$ cat src/rtl/game_pkg.sv
// Shared game constants: grid geometry, lane colours and the hit-flash state encoding.
// Imported by every pixel-side renderer.
package game_pkg;

  localparam int GRID_COLS          = 20;
  localparam int GRID_ROWS          = 15;
  localparam int TILE_SHIFT_DEFAULT = 5;

  localparam logic [8:0] COLOR_GOAL  = 9'b000_111_000;
  localparam logic [8:0] COLOR_START = 9'b010_010_010;
  localparam logic [8:0] COLOR_ROAD  = 9'b001_001_001;
  localparam logic [8:0] COLOR_NONE  = 9'b000_000_000;

  typedef enum logic [0:0] {
    ST_NORMAL = 1'b0,
    ST_FLASH  = 1'b1
  } flash_state_t;

  // True when an in-tile offset lies inside the opaque square, clear of the inset.
  function automatic logic in_inset(input int off, input int border, input int tile_px);
    return (off >= border) && (off <= tile_px - 1 - border);
  endfunction

endpackage

$ cat src/rtl/player_renderer_if.sv
// Scan-position, player-state and composited-pixel signals of the player renderer.
// The producer side (sync generator / movement block / pins) uses master.
interface player_renderer_if;

  logic [9:0] i_col;
  logic [9:0] i_row;
  logic       i_active;
  logic       i_frame_start;
  logic [4:0] i_player_x;
  logic [3:0] i_player_y;
  logic [8:0] i_player_color;
  logic       i_hit;
  logic [8:0] o_rgb;
  logic       o_active;
  logic       o_flashing;

  modport master (
    output i_col, i_row, i_active, i_frame_start,
    output i_player_x, i_player_y, i_player_color, i_hit,
    input  o_rgb, o_active, o_flashing
  );

  modport slave (
    input  i_col, i_row, i_active, i_frame_start,
    input  i_player_x, i_player_y, i_player_color, i_hit,
    output o_rgb, o_active, o_flashing
  );

endinterface

$ cat src/rtl/pixel_to_tile.sv
// First pipeline stage of a tile renderer: scan position to tile index plus in-tile offset.
// Also delays the active qualifier so it stays aligned with the tile coordinates.
module pixel_to_tile
  import game_pkg::*;
#(
  parameter int TILE_SHIFT = TILE_SHIFT_DEFAULT
) (
  input  logic                  i_Clk,
  input  logic                  i_reset,
  input  logic [9:0]            col,
  input  logic [9:0]            row,
  input  logic                  active,
  output logic [9-TILE_SHIFT:0] tile_c_r,
  output logic [9-TILE_SHIFT:0] tile_r_r,
  output logic [TILE_SHIFT-1:0] ox_r,
  output logic [TILE_SHIFT-1:0] oy_r,
  output logic                  active_r
);

  // Stage-1 register: split column/row into tile index and offset.
  always_ff @(posedge i_Clk) begin
    if (i_reset) begin
      tile_c_r <= '0;
      tile_r_r <= '0;
      ox_r     <= '0;
      oy_r     <= '0;
      active_r <= 1'b0;
    end else begin
      tile_c_r <= col[9:TILE_SHIFT];
      tile_r_r <= row[9:TILE_SHIFT];
      ox_r     <= col[TILE_SHIFT-1:0];
      oy_r     <= row[TILE_SHIFT-1:0];
      active_r <= active;
    end
  end

endmodule

$ cat src/rtl/player_renderer.sv
// Composites the player sprite over the lane background, two cycles behind the scan position.
// Player position/colour are latched once per frame; a hit starts a frame-counted flash.
module player_renderer
  import game_pkg::*;
#(
  parameter int TILE_SHIFT      = TILE_SHIFT_DEFAULT,
  parameter int BORDER          = 4,
  parameter int PLAYER_ORIGIN_X = 11,
  parameter int PLAYER_ORIGIN_Y = 14,
  parameter int FLASH_FRAMES    = 60,
  parameter int FLASH_PERIOD    = 8
) (
  input logic              i_Clk,
  input logic              i_reset,
  player_renderer_if.slave bus
);

  localparam int TW      = 10 - TILE_SHIFT;
  localparam int CW      = $clog2(FLASH_FRAMES);
  localparam int VIS_BIT = $clog2(FLASH_PERIOD);
  localparam logic [CW-1:0] CNT_LAST = CW'(FLASH_FRAMES - 1);
  localparam logic [CW-1:0] CNT_ONE  = CW'(1);

  logic [4:0]            x_r;
  logic [3:0]            y_r;
  logic [8:0]            color_r;
  flash_state_t          state_r, state_n;
  logic [CW-1:0]         cnt_r, cnt_n;
  logic                  flashing_r;
  logic [TW-1:0]         tile_c_r, tile_r_r;
  logic [TILE_SHIFT-1:0] ox_r, oy_r;
  logic                  active_s1_r;
  logic                  visible_s, hit_s;
  logic [8:0]            bg_s, pix_s;
  logic [8:0]            rgb_r;
  logic                  active_s2_r;

  pixel_to_tile #(.TILE_SHIFT(TILE_SHIFT)) u_pixel_to_tile (
    .i_Clk    (i_Clk),
    .i_reset  (i_reset),
    .col      (bus.i_col),
    .row      (bus.i_row),
    .active   (bus.i_active),
    .tile_c_r (tile_c_r),
    .tile_r_r (tile_r_r),
    .ox_r     (ox_r),
    .oy_r     (oy_r),
    .active_r (active_s1_r)
  );

  // Frame latch: rendering sees only values captured at frame start.
  always_ff @(posedge i_Clk) begin
    if (i_reset) begin
      x_r     <= 5'(PLAYER_ORIGIN_X);
      y_r     <= 4'(PLAYER_ORIGIN_Y);
      color_r <= 9'd0;
    end else if (bus.i_frame_start) begin
      x_r     <= bus.i_player_x;
      y_r     <= bus.i_player_y;
      color_r <= bus.i_player_color;
    end else begin
      x_r     <= x_r;
      y_r     <= y_r;
      color_r <= color_r;
    end
  end

  // Flash FSM next state; a hit outranks a coincident frame start.
  always_comb begin
    state_n = state_r;
    cnt_n   = cnt_r;
    if (bus.i_hit) begin
      state_n = ST_FLASH;
      cnt_n   = '0;
    end else begin
      case (state_r)
        ST_FLASH: begin
          if (bus.i_frame_start && (cnt_r == CNT_LAST)) begin
            state_n = ST_NORMAL;
            cnt_n   = '0;
          end else if (bus.i_frame_start) begin
            cnt_n = cnt_r + CNT_ONE;
          end else begin
            cnt_n = cnt_r;
          end
        end
        ST_NORMAL: begin
          state_n = ST_NORMAL;
          cnt_n   = cnt_r;
        end
        default: begin
          state_n = ST_NORMAL;
          cnt_n   = '0;
        end
      endcase
    end
  end

  // Flash FSM state register.
  always_ff @(posedge i_Clk) begin
    if (i_reset) begin
      state_r    <= ST_NORMAL;
      cnt_r      <= '0;
      flashing_r <= 1'b0;
    end else begin
      state_r    <= state_n;
      cnt_r      <= cnt_n;
      flashing_r <= (state_n == ST_FLASH);
    end
  end

  // Hit test at full integer width so x=0 cannot alias onto the last tile.
  always_comb begin
    visible_s = 1'b1;
    hit_s     = 1'b0;
    bg_s      = COLOR_NONE;
    pix_s     = COLOR_NONE;
    if (state_r == ST_FLASH) begin
      visible_s = ~cnt_r[VIS_BIT];
    end else begin
      visible_s = 1'b1;
    end
    hit_s = visible_s
         && (int'(x_r) >= 1) && (int'(x_r) <= GRID_COLS)
         && (int'(y_r) <= GRID_ROWS - 1)
         && (int'(tile_c_r) + 1 == int'(x_r))
         && (int'(tile_r_r) == int'(y_r))
         && in_inset(int'(ox_r), BORDER, 1 << TILE_SHIFT)
         && in_inset(int'(oy_r), BORDER, 1 << TILE_SHIFT);
    if (int'(tile_r_r) == 0) begin
      bg_s = COLOR_GOAL;
    end else if (int'(tile_r_r) == GRID_ROWS - 1) begin
      bg_s = COLOR_START;
    end else if (int'(tile_r_r) < GRID_ROWS - 1) begin
      bg_s = COLOR_ROAD;
    end else begin
      bg_s = COLOR_NONE;
    end
    if (!active_s1_r) begin
      pix_s = COLOR_NONE;
    end else if (hit_s) begin
      pix_s = color_r;
    end else begin
      pix_s = bg_s;
    end
  end

  // Stage-2 output register.
  always_ff @(posedge i_Clk) begin
    if (i_reset) begin
      rgb_r       <= 9'd0;
      active_s2_r <= 1'b0;
    end else begin
      rgb_r       <= pix_s;
      active_s2_r <= active_s1_r;
    end
  end

  assign bus.o_rgb      = rgb_r;
  assign bus.o_active   = active_s2_r;
  assign bus.o_flashing = flashing_r;

endmodule

$ cat src/flat_wrapper.sv
// flat-port wrapper written by rule: the top's interface ports become plain ports
module player_renderer_flat import game_pkg::*;
#(
  parameter int TILE_SHIFT      = TILE_SHIFT_DEFAULT,
  parameter int BORDER          = 4,
  parameter int PLAYER_ORIGIN_X = 11,
  parameter int PLAYER_ORIGIN_Y = 14,
  parameter int FLASH_FRAMES    = 60,
  parameter int FLASH_PERIOD    = 8
)
  (i_Clk, i_reset, bus_i_col, bus_i_row, bus_i_active, bus_i_frame_start, bus_i_player_x, bus_i_player_y, bus_i_player_color, bus_i_hit, bus_o_rgb, bus_o_active, bus_o_flashing);
  player_renderer_if bus_i ();
  input logic i_Clk;
  input logic i_reset;
  input wire logic [$bits(bus_i.i_col)-1:0] bus_i_col;
  input wire logic [$bits(bus_i.i_row)-1:0] bus_i_row;
  input wire logic [$bits(bus_i.i_active)-1:0] bus_i_active;
  input wire logic [$bits(bus_i.i_frame_start)-1:0] bus_i_frame_start;
  input wire logic [$bits(bus_i.i_player_x)-1:0] bus_i_player_x;
  input wire logic [$bits(bus_i.i_player_y)-1:0] bus_i_player_y;
  input wire logic [$bits(bus_i.i_player_color)-1:0] bus_i_player_color;
  input wire logic [$bits(bus_i.i_hit)-1:0] bus_i_hit;
  output wire logic [$bits(bus_i.o_rgb)-1:0] bus_o_rgb;
  output wire logic [$bits(bus_i.o_active)-1:0] bus_o_active;
  output wire logic [$bits(bus_i.o_flashing)-1:0] bus_o_flashing;
  assign bus_i.i_col = bus_i_col;
  assign bus_i.i_row = bus_i_row;
  assign bus_i.i_active = bus_i_active;
  assign bus_i.i_frame_start = bus_i_frame_start;
  assign bus_i.i_player_x = bus_i_player_x;
  assign bus_i.i_player_y = bus_i_player_y;
  assign bus_i.i_player_color = bus_i_player_color;
  assign bus_i.i_hit = bus_i_hit;
  assign bus_o_rgb = bus_i.o_rgb;
  assign bus_o_active = bus_i.o_active;
  assign bus_o_flashing = bus_i.o_flashing;
  player_renderer #(.TILE_SHIFT(TILE_SHIFT), .BORDER(BORDER), .PLAYER_ORIGIN_X(PLAYER_ORIGIN_X), .PLAYER_ORIGIN_Y(PLAYER_ORIGIN_Y), .FLASH_FRAMES(FLASH_FRAMES), .FLASH_PERIOD(FLASH_PERIOD)) u_core (.i_Clk(i_Clk), .i_reset(i_reset), .bus(bus_i));
endmodule
$ cat config.mk
export PLATFORM = sky130hd
export DESIGN_NAME = player_renderer_flat
export DESIGN_NICKNAME = d
export VERILOG_FILES = /design/src/rtl/game_pkg.sv /design/src/rtl/player_renderer_if.sv /design/src/rtl/pixel_to_tile.sv /design/src/rtl/player_renderer.sv /design/src/flat_wrapper.sv
export SDC_FILE = /design/constraint.sdc
export NUM_CORES = 1
export LEC_CHECK = 0
export ABC_AREA = 1
export CORE_MARGIN = 5
export CORE_UTILIZATION = 36
export CTS_CLUSTER_SIZE = 40
export DETAILED_ROUTE_END_ITERATION = 12
export GPL_ROUTABILITY_DRIVEN = 0
export PLACE_DENSITY = 0.71
export SLEW_MARGIN = 20
export SYNTH_ARGS = -nofsm -noshare
export SYNTH_HDL_FRONTEND = slang
export SYNTH_SLANG_ARGS = --single-unit
$ cat constraint.sdc
create_clock -name i_Clk -period 2.2 [get_ports i_Clk]
set_input_delay 0.33 -clock i_Clk [delete_from_list [all_inputs] [get_ports i_Clk]]
set_output_delay 0.33 -clock i_Clk [all_outputs]
set_load 0.005 [all_outputs]
==> metrics.csv, run 1 <==
stage;metric;value;unit
floorplanning;start_util;37.30;%
synth;synth_compound_area_share;7.447;%
critical_path;path_class;flip-flop to flip-flop;
clock_network;cts_buffer_depth;2;
synth;synthTopCellsByArea;dfxtp_1, nor2_1, nand2_1;
floorplanning;die_height;88.79;µm
clock_network;cts_setup_buffers;0;
timing;hold_ws;0.4409;ns
synth;synth_warnings;0;
floorplanning;die-area;7883;µm²
min_path;worstHoldPathType;flip-flop to flip-flop;
synth;ys_types;25;
critical_path;cp-end-kind;flip-flop;
timing;slew_headroom;63.55;%
critical_path;required;2.39;ns
timing;finalSetupViolations;0;
final_layout;layout.nets;415;
synth;avgSynthCellArea;7.005;µm²
synth;synthMuxAreaShare;0;%
clock_network;post_cts_resized;0;
synth;synth_xor_area_share;1.960;%
route;drt_iter0_markers;39;
route;first_pass_iters;4;
run;cap_violations;0;
clock_network;clk_latency;0.30;ns
route;vias;1979;
pwr;pwr_density_cell;610.2;nW/µm²
critical_path;crit_family;simple AND/OR/NAND/NOR gates;
timing;fin_crit;1.726;ns
grt;antenna_found_initial;0;
critical_path;cp.depth;11;
floorplanning;io_pins;54;
critical_path;r2r-end;u_core.bus.o_rgb[6]$_SDFF_PP0_;
critical_path;rrSetupSlack;0.47;ns
timing;final.setup_skew;0.006562;ns
synth;yosys.area_share.simple;32.98;%
synth;synthesis.nets;364;
timing;rsz0062_at_grt;false;
timing;max_freq;579.3;MHz
clock_network;hold_buffers;0;
route;via_per_inst;4.447;
grt;grt_overflow;0;
clock_network;path_clk_slew;0.09;ns
route;drt-total-wl;4.507;mm
critical_path;arrival;1.92;ns
floorplanning;core_area;5991;µm²
clock_network;cts_made_buffers;5;
clock_network;cts.sinks;52;
place;numPortBuffers;49;
synth;synth_top_family_by_area;simple AND/OR/NAND/NOR gates;
timing;hold_viol;0;
critical_path;startpoint;u_core.u_pixel_to_tile.tile_c_r[0]$_SDFF_PP0_;
critical_path;cp_max_fo;5;
timing;finalSetupTns;0;ns
grt;track_usage;12.68;%
synth;synthCells;319;
clock_network;htree_num_levels;2;
synth;seq_area_frac_synth;46.58;%
place;pre_cts_slack;0.1842;ns
final_layout;diodes;0;
synth;ys_ff_latch;52;
critical_path;critPathMaxStageDelay;0.36;ns
critical_path;path_buf_inv;1;
critical_path;cp_slowest_cell;dfxtp_1;
timing;worst_slew_pin_slew;0.5410;ns
timing;worst_slack;0.4737;ns
final_layout;fin_cells;445;
synth;synthAdderAreaFrac;1.120;%
place;dp_cells;438;
route;drc;0;
critical_path;startpoint_type;flip-flop;
critical_path;regToRegStartpoint;u_core.u_pixel_to_tile.tile_c_r[0]$_SDFF_PP0_;
synth;yosys.area.top_type;dfxtp_1;
grt;grt_pass1_wl;8.010;mm
grt;grt_max_degree;21;
route;wire_per_inst;10.13;µm
floorplanning;rows;28;
timing;slew_viol_final;0;
timing;finalCritPeriodShare;78.47;%
route;ant_nets;0;
clock_network;cts-root-buf;clkbuf_8;
final_layout;drive_gt1_share;5.135;%
critical_path;reg2reg_depth;11;
floorplanning;die_x;88.79;µm
clock_network;cts_tree;done;
critical_path;crit_chain;ha_1, inv_1, nand2_1, nand2_1, nand2_1, nor2_1, nand3_1, nor2_2, nand2_2, nand3b_1, nand2_1;
pwr;p_leak;1.330;nW
place;dpl.hpwl;3.598;mm
grt;first_global_vias;1910;
synth;netlist.area_leader.share;46.58;%
final_layout;fillerInstances;586;
synth;netlist_area;2235;µm²
critical_path;critPathCapture;u_core.bus.o_rgb[6]$_SDFF_PP0_;
pwr;ir_drop;0.3016;mV
run_status;status;finished clean;
final_layout;synthToLayoutAreaGrowth;28.95;%
critical_path;crit_top_cell;nand2_1;
## synth_stat cells (all sizes together)
cell type / n
a21oi: 11
and3: 2
buf: 1
clkbuf: 8
dfxtp: 52
ha: 2
inv: 47
nand2: 59
nand3: 23
nand3b: 3
nand4: 5
nor2: 73
nor3: 3
nor3b: 2
o21a: 1
o21ai: 20
or2: 2
xnor2: 4
xor2: 1
## power by group
part	switching, mW	leakage [nW]	internal, mW
registers	0.0331	0.430	0.986
logic	0.113	0.859	0.129
clock network	0.280	0.0410	0.217
## cell families after synthesis
group | Yosys count
AOI/OAI and AO/OA | 32
xor gates and xnor gates | 5
adders and majority gates | 2
buffers and inverters | 56
DFF | 52
and+or+nand+nor | 172
## per-layer routing
layer / GRT usage [%] / wire length (µm)
met4: 4.121 / 55
met3: 3.166 / 332
met2: 21.05 / 1999
met5: 0 / 0
met1: 16.05 / 2119
## worst min-delay path: stages, from the launching register on
cell	delay, ns
dfxtp_1	0.30
inv_1	0.06
nor2_1	0.04
## metrics by stage
stage | power [mW] | instance area (µm²) | utilization [%]
2_1_floorplan | 1.173 | 2235 | -
3_5_place_dp | 1.286 | 2804 | 46.80
6_report | 1.758 | 2882 | 48.10
5_1_grt | 1.870 | 2882 | 48.10
4_1_cts | 1.777 | 2882 | 48.10
3_3_place_gp | 1.281 | 2804 | 46.80
## cell type report
class,instances,area (µm²),area share (%)
clock buffers,6,72.57,2.518
clock inverters,1,5.005,0.1737
inverters,47,176.4,6.122
multi-input cells,211,972.2,33.74
flip-flops and latches,52,1041,36.13
well taps,75,93.84,3.257
repair buffers,53,520.5,18.06
## registers in the layout, summed over array words and instances, names as in the netlist, 3 cells and up
| signal | flops |
|---|---|
| u_core.bus.o_rgb | 9 |
| u_core.cnt_r | 6 |
| u_core.color_r | 9 |
| u_core.u_pixel_to_tile.ox_r | 3 |
| u_core.u_pixel_to_tile.oy_r | 3 |
| u_core.u_pixel_to_tile.tile_c_r | 5 |
| u_core.u_pixel_to_tile.tile_r_r | 5 |
| u_core.x_r | 5 |
| u_core.y_r | 4 |
## placed cells by master, fill, tap and decap left out, drive strengths merged
cell,instances
o21ai,20
clkinv,1
nand4,5
inv,47
a21oi,11
or2,2
nor3,3
dfxtp,52
nand2,59
buf,4
o21a,1
nand3b,3
clkbuf,6
nor3b,2
and3,2
xor2,1
nand3,23
nor2,73
xnor2,4
clkdlybuf4s50,49
ha,2
## worst min-delay path by stage
stage                     cells past startpoint  slack (ns)                        endpoint                            from
after global routing                          2        0.47  u_core.bus.o_rgb[8]$_SDFF_PP0_  u_core.color_r[8]$_SDFFE_PP0P_
after global placement                        2        0.43  u_core.bus.o_rgb[2]$_SDFF_PP0_  u_core.color_r[2]$_SDFFE_PP0P_
after CTS                                     2        0.44  u_core.bus.o_rgb[8]$_SDFF_PP0_  u_core.color_r[8]$_SDFFE_PP0P_
after floorplan                               2        0.42  u_core.bus.o_rgb[2]$_SDFF_PP0_  u_core.color_r[2]$_SDFFE_PP0P_
after detailed placement                      2        0.43  u_core.bus.o_rgb[8]$_SDFF_PP0_  u_core.color_r[8]$_SDFFE_PP0P_
final                                         2        0.44  u_core.bus.o_rgb[8]$_SDFF_PP0_  u_core.color_r[8]$_SDFFE_PP0P_
(Power assumes the default switching activity.)
==> run 2, diff against run 1 <==
- PLACE_DENSITY: 0.71 -> 0.74
- clock period: 2.2 -> 1.5 ns (I/O delays scaled with it)
==> run 2 against run 1 <==
The run now ends with negative setup slack left. Clock skew up 0.00056 ns. Utilization rose by 1.8 points. Via count up 4.1%.
==> metrics.csv, run 2 (synthesized netlist as in run 1, its figures left out) <==
stage;metric;value;unit;change
timing;max_freq;624.6;MHz;was 579.3 MHz
critical_path;cp_slowest_cell;dfxtp_4;;was dfxtp_1
final_layout;fillerInstances;623;;was 586
final_layout;layout.nets;425;;was 415
clock_network;path_clk_slew;0.09;ns;about the same
timing;worst_slew_pin_slew;0.3851;ns;was 0.5410 ns
place;pre_cts_slack;-0.1675;ns;was 0.1842 ns
critical_path;startpoint_type;flip-flop;;unchanged
critical_path;crit_top_cell;nand2_1;;unchanged
route;vias;2060;;was 1979
timing;final.setup_skew;0.007125;ns;was 0.006562 ns
grt;grt_overflow;0;;unchanged
pwr;pwr_density_cell;878.6;nW/µm²;was 610.2 nW/µm²
route;via_per_inst;4.527;;was 4.447
min_path;worstHoldPathType;input pin to flip-flop;;was flip-flop to flip-flop
final_layout;diodes;0;;unchanged
final_layout;mostFrequentLayoutCell;nor2_1;;unchanged
pwr;p_total;2.627;mW;was 1.758 mW
grt;antenna_found_initial;0;;unchanged
grt;grt_max_degree;22;;was 21
critical_path;path_class;flip-flop to flip-flop;;unchanged
floorplanning;core_area;5991;µm²;unchanged
floorplanning;rows;28;;unchanged
final_layout;synthToLayoutAreaGrowth;33.82;%;was 28.95%
pwr;ir_drop;0.4337;mV;was 0.3016 mV
clock_network;cts_tree;done;;unchanged
pwr;p_leak;1.393;nW;was 1.330 nW
floorplanning;die-area;7883;µm²;unchanged
critical_path;arrival;1.81;ns;was 1.92 ns
timing;fin_crit;1.601;ns;was 1.726 ns
timing;slew_viol_final;0;;unchanged
clock_network;cts_buffer_depth;2;;unchanged
place;dpl.hpwl;3.790;mm;was 3.598 mm
clock_network;cts_made_buffers;5;;unchanged
final_layout;drive_gt1_share;10.00;%;was 5.135%
timing;slew_headroom;74.30;%;was 63.55%
route;drt-total-wl;4.835;mm;was 4.507 mm
grt;track_usage;13.50;%;was 12.68%
run;cap_violations;0;;unchanged
run_status;violations;negative setup slack;;
route;first_pass_iters;4;;unchanged
run_status;status;complete, but fails checks;;was finished clean
clock_network;cts.sinks;52;;unchanged
floorplanning;io_pins;54;;unchanged
critical_path;crit_chain;ha_4, nand2_1, nand2_1, nand2_1, nor2_2, nand3_1, nor2_2, buf_4, nand3b_1, nand2_1, nor2_2;;was ha_1, inv_1, nand2_1, nand2_1, nand2_1, nor2_1, nand3_1, nor2_2, nand2_2, nand3b_1, nand2_1
route;drc;0;;unchanged
critical_path;path_buf_inv;1;;unchanged
clock_network;hold_buffers;0;;unchanged
place;numPortBuffers;49;;unchanged
clock_network;clk_latency;0.31;ns;was 0.30 ns
critical_path;cp-end-kind;flip-flop;;unchanged
critical_path;required;1.71;ns;was 2.39 ns
grt;grt_pass1_wl;8.224;mm;was 8.010 mm
clock_network;htree_num_levels;2;;unchanged
timing;hold_ws;0.4208;ns;was 0.4409 ns
critical_path;cp_max_fo;3;;was 5
grt;first_global_vias;1853;;was 1910
floorplanning;start_util;37.30;%;unchanged
timing;finalSetupViolations;6;;was 0
final_layout;final_cell_mix;nor2_1, nand2_1, dfxtp_1;;unchanged
critical_path;crit_family;simple AND/OR/NAND/NOR gates;;unchanged
route;wire_per_inst;10.63;µm;was 10.13 µm
timing;hold_viol;0;;unchanged
final_layout;seqCellArea;1047;µm²;was 1041 µm²
critical_path;critPathMaxStageDelay;0.37;ns;was 0.36 ns
clock_network;cts-root-buf;clkbuf_8;;unchanged
floorplanning;die_height;88.79;µm;unchanged
floorplanning;die_x;88.79;µm;unchanged
route;drt_iter0_markers;67;;was 39
final_layout;multi_input_area;997.2;µm²;was 972.2 µm²
timing;worst_slack;-0.1010;ns;was 0.4737 ns
route;ant_nets;0;;unchanged
timing;finalCritPeriodShare;106.7;%;was 78.47%
timing;rsz0062_at_grt;true;;was false
## run 2: layout make-up
cell class / count / area share (%)
Multi-Input combinational cell: 211 / 33.35
Sequential cell: 52 / 35.02
Inverter: 47 / 5.900
Timing Repair Buffer: 63 / 20.00
Tap cell: 75 / 3.138
Clock inverter: 1 / 0.1674
Clock buffer: 6 / 2.427
## run 2: repair_timing
action                                  CTS  global route
resized for setup                         5             6
endpoints found under the setup margin    9            10
pin swaps                                 3             7
setup buffers                             0             3
## run 2: worst min-delay path: stages
cell,delay (ns)
clkdlybuf4s50_1,0.39
inv_1,0.05
nor2_1,0.03
## run 2: report_power, final
group	total [mW]	internal (mW)	switching, mW
Clock	0.750	0.318	0.432
Combinational	0.381	0.206	0.176
Sequential	1.50	1.45	0.0495
Total	2.63	1.97	0.657
## run 2: per-layer routing
metal / vias to the layer above / GRT usage (%) / routed length [µm]
li1: 1105 / - / -
met1: 895 / 16.86 / 2201
met2: 54 / 21.73 / 2201
met3: 6 / 4.655 / 371
met4: 0 / 4.533 / 61
met5: - / 0 / 0
## run 2: worst paths after layout
path / start / end / slack [ns] / depth (start not counted)
max: u_core.u_pixel_to_tile.tile_c_r[1]$_SDFF_PP0_ / u_core.bus.o_rgb[5]$_SDFF_PP0_ / -0.10 / 11
min: bus_i_row[9] / u_core.u_pixel_to_tile.tile_r_r[4]$_SDFF_PP0_ / 0.42 / 3
max reg2reg: u_core.u_pixel_to_tile.tile_c_r[1]$_SDFF_PP0_ / u_core.bus.o_rgb[5]$_SDFF_PP0_ / -0.10 / 11
min reg2reg: u_core.color_r[2]$_SDFFE_PP0P_ / u_core.bus.o_rgb[2]$_SDFF_PP0_ / 0.44 / 2
## run 2: stage by stage
| step | std cells | TNS, ns | util (%) | instance area (µm²) |
|---|---|---|---|---|
| final | 455 | -0.3658 | 49.92 | 2990 |
| after global routing | 455 | -1.143 | 49.92 | 2990 |
| after CTS | 452 | -0.1643 | 49.29 | 2953 |
| after detailed placement | 445 | -1.309 | 47.68 | 2856 |
| after global placement | 445 | -0.7283 | 47.68 | 2856 |
| after floorplan | 319 | 0 | - | 2235 |
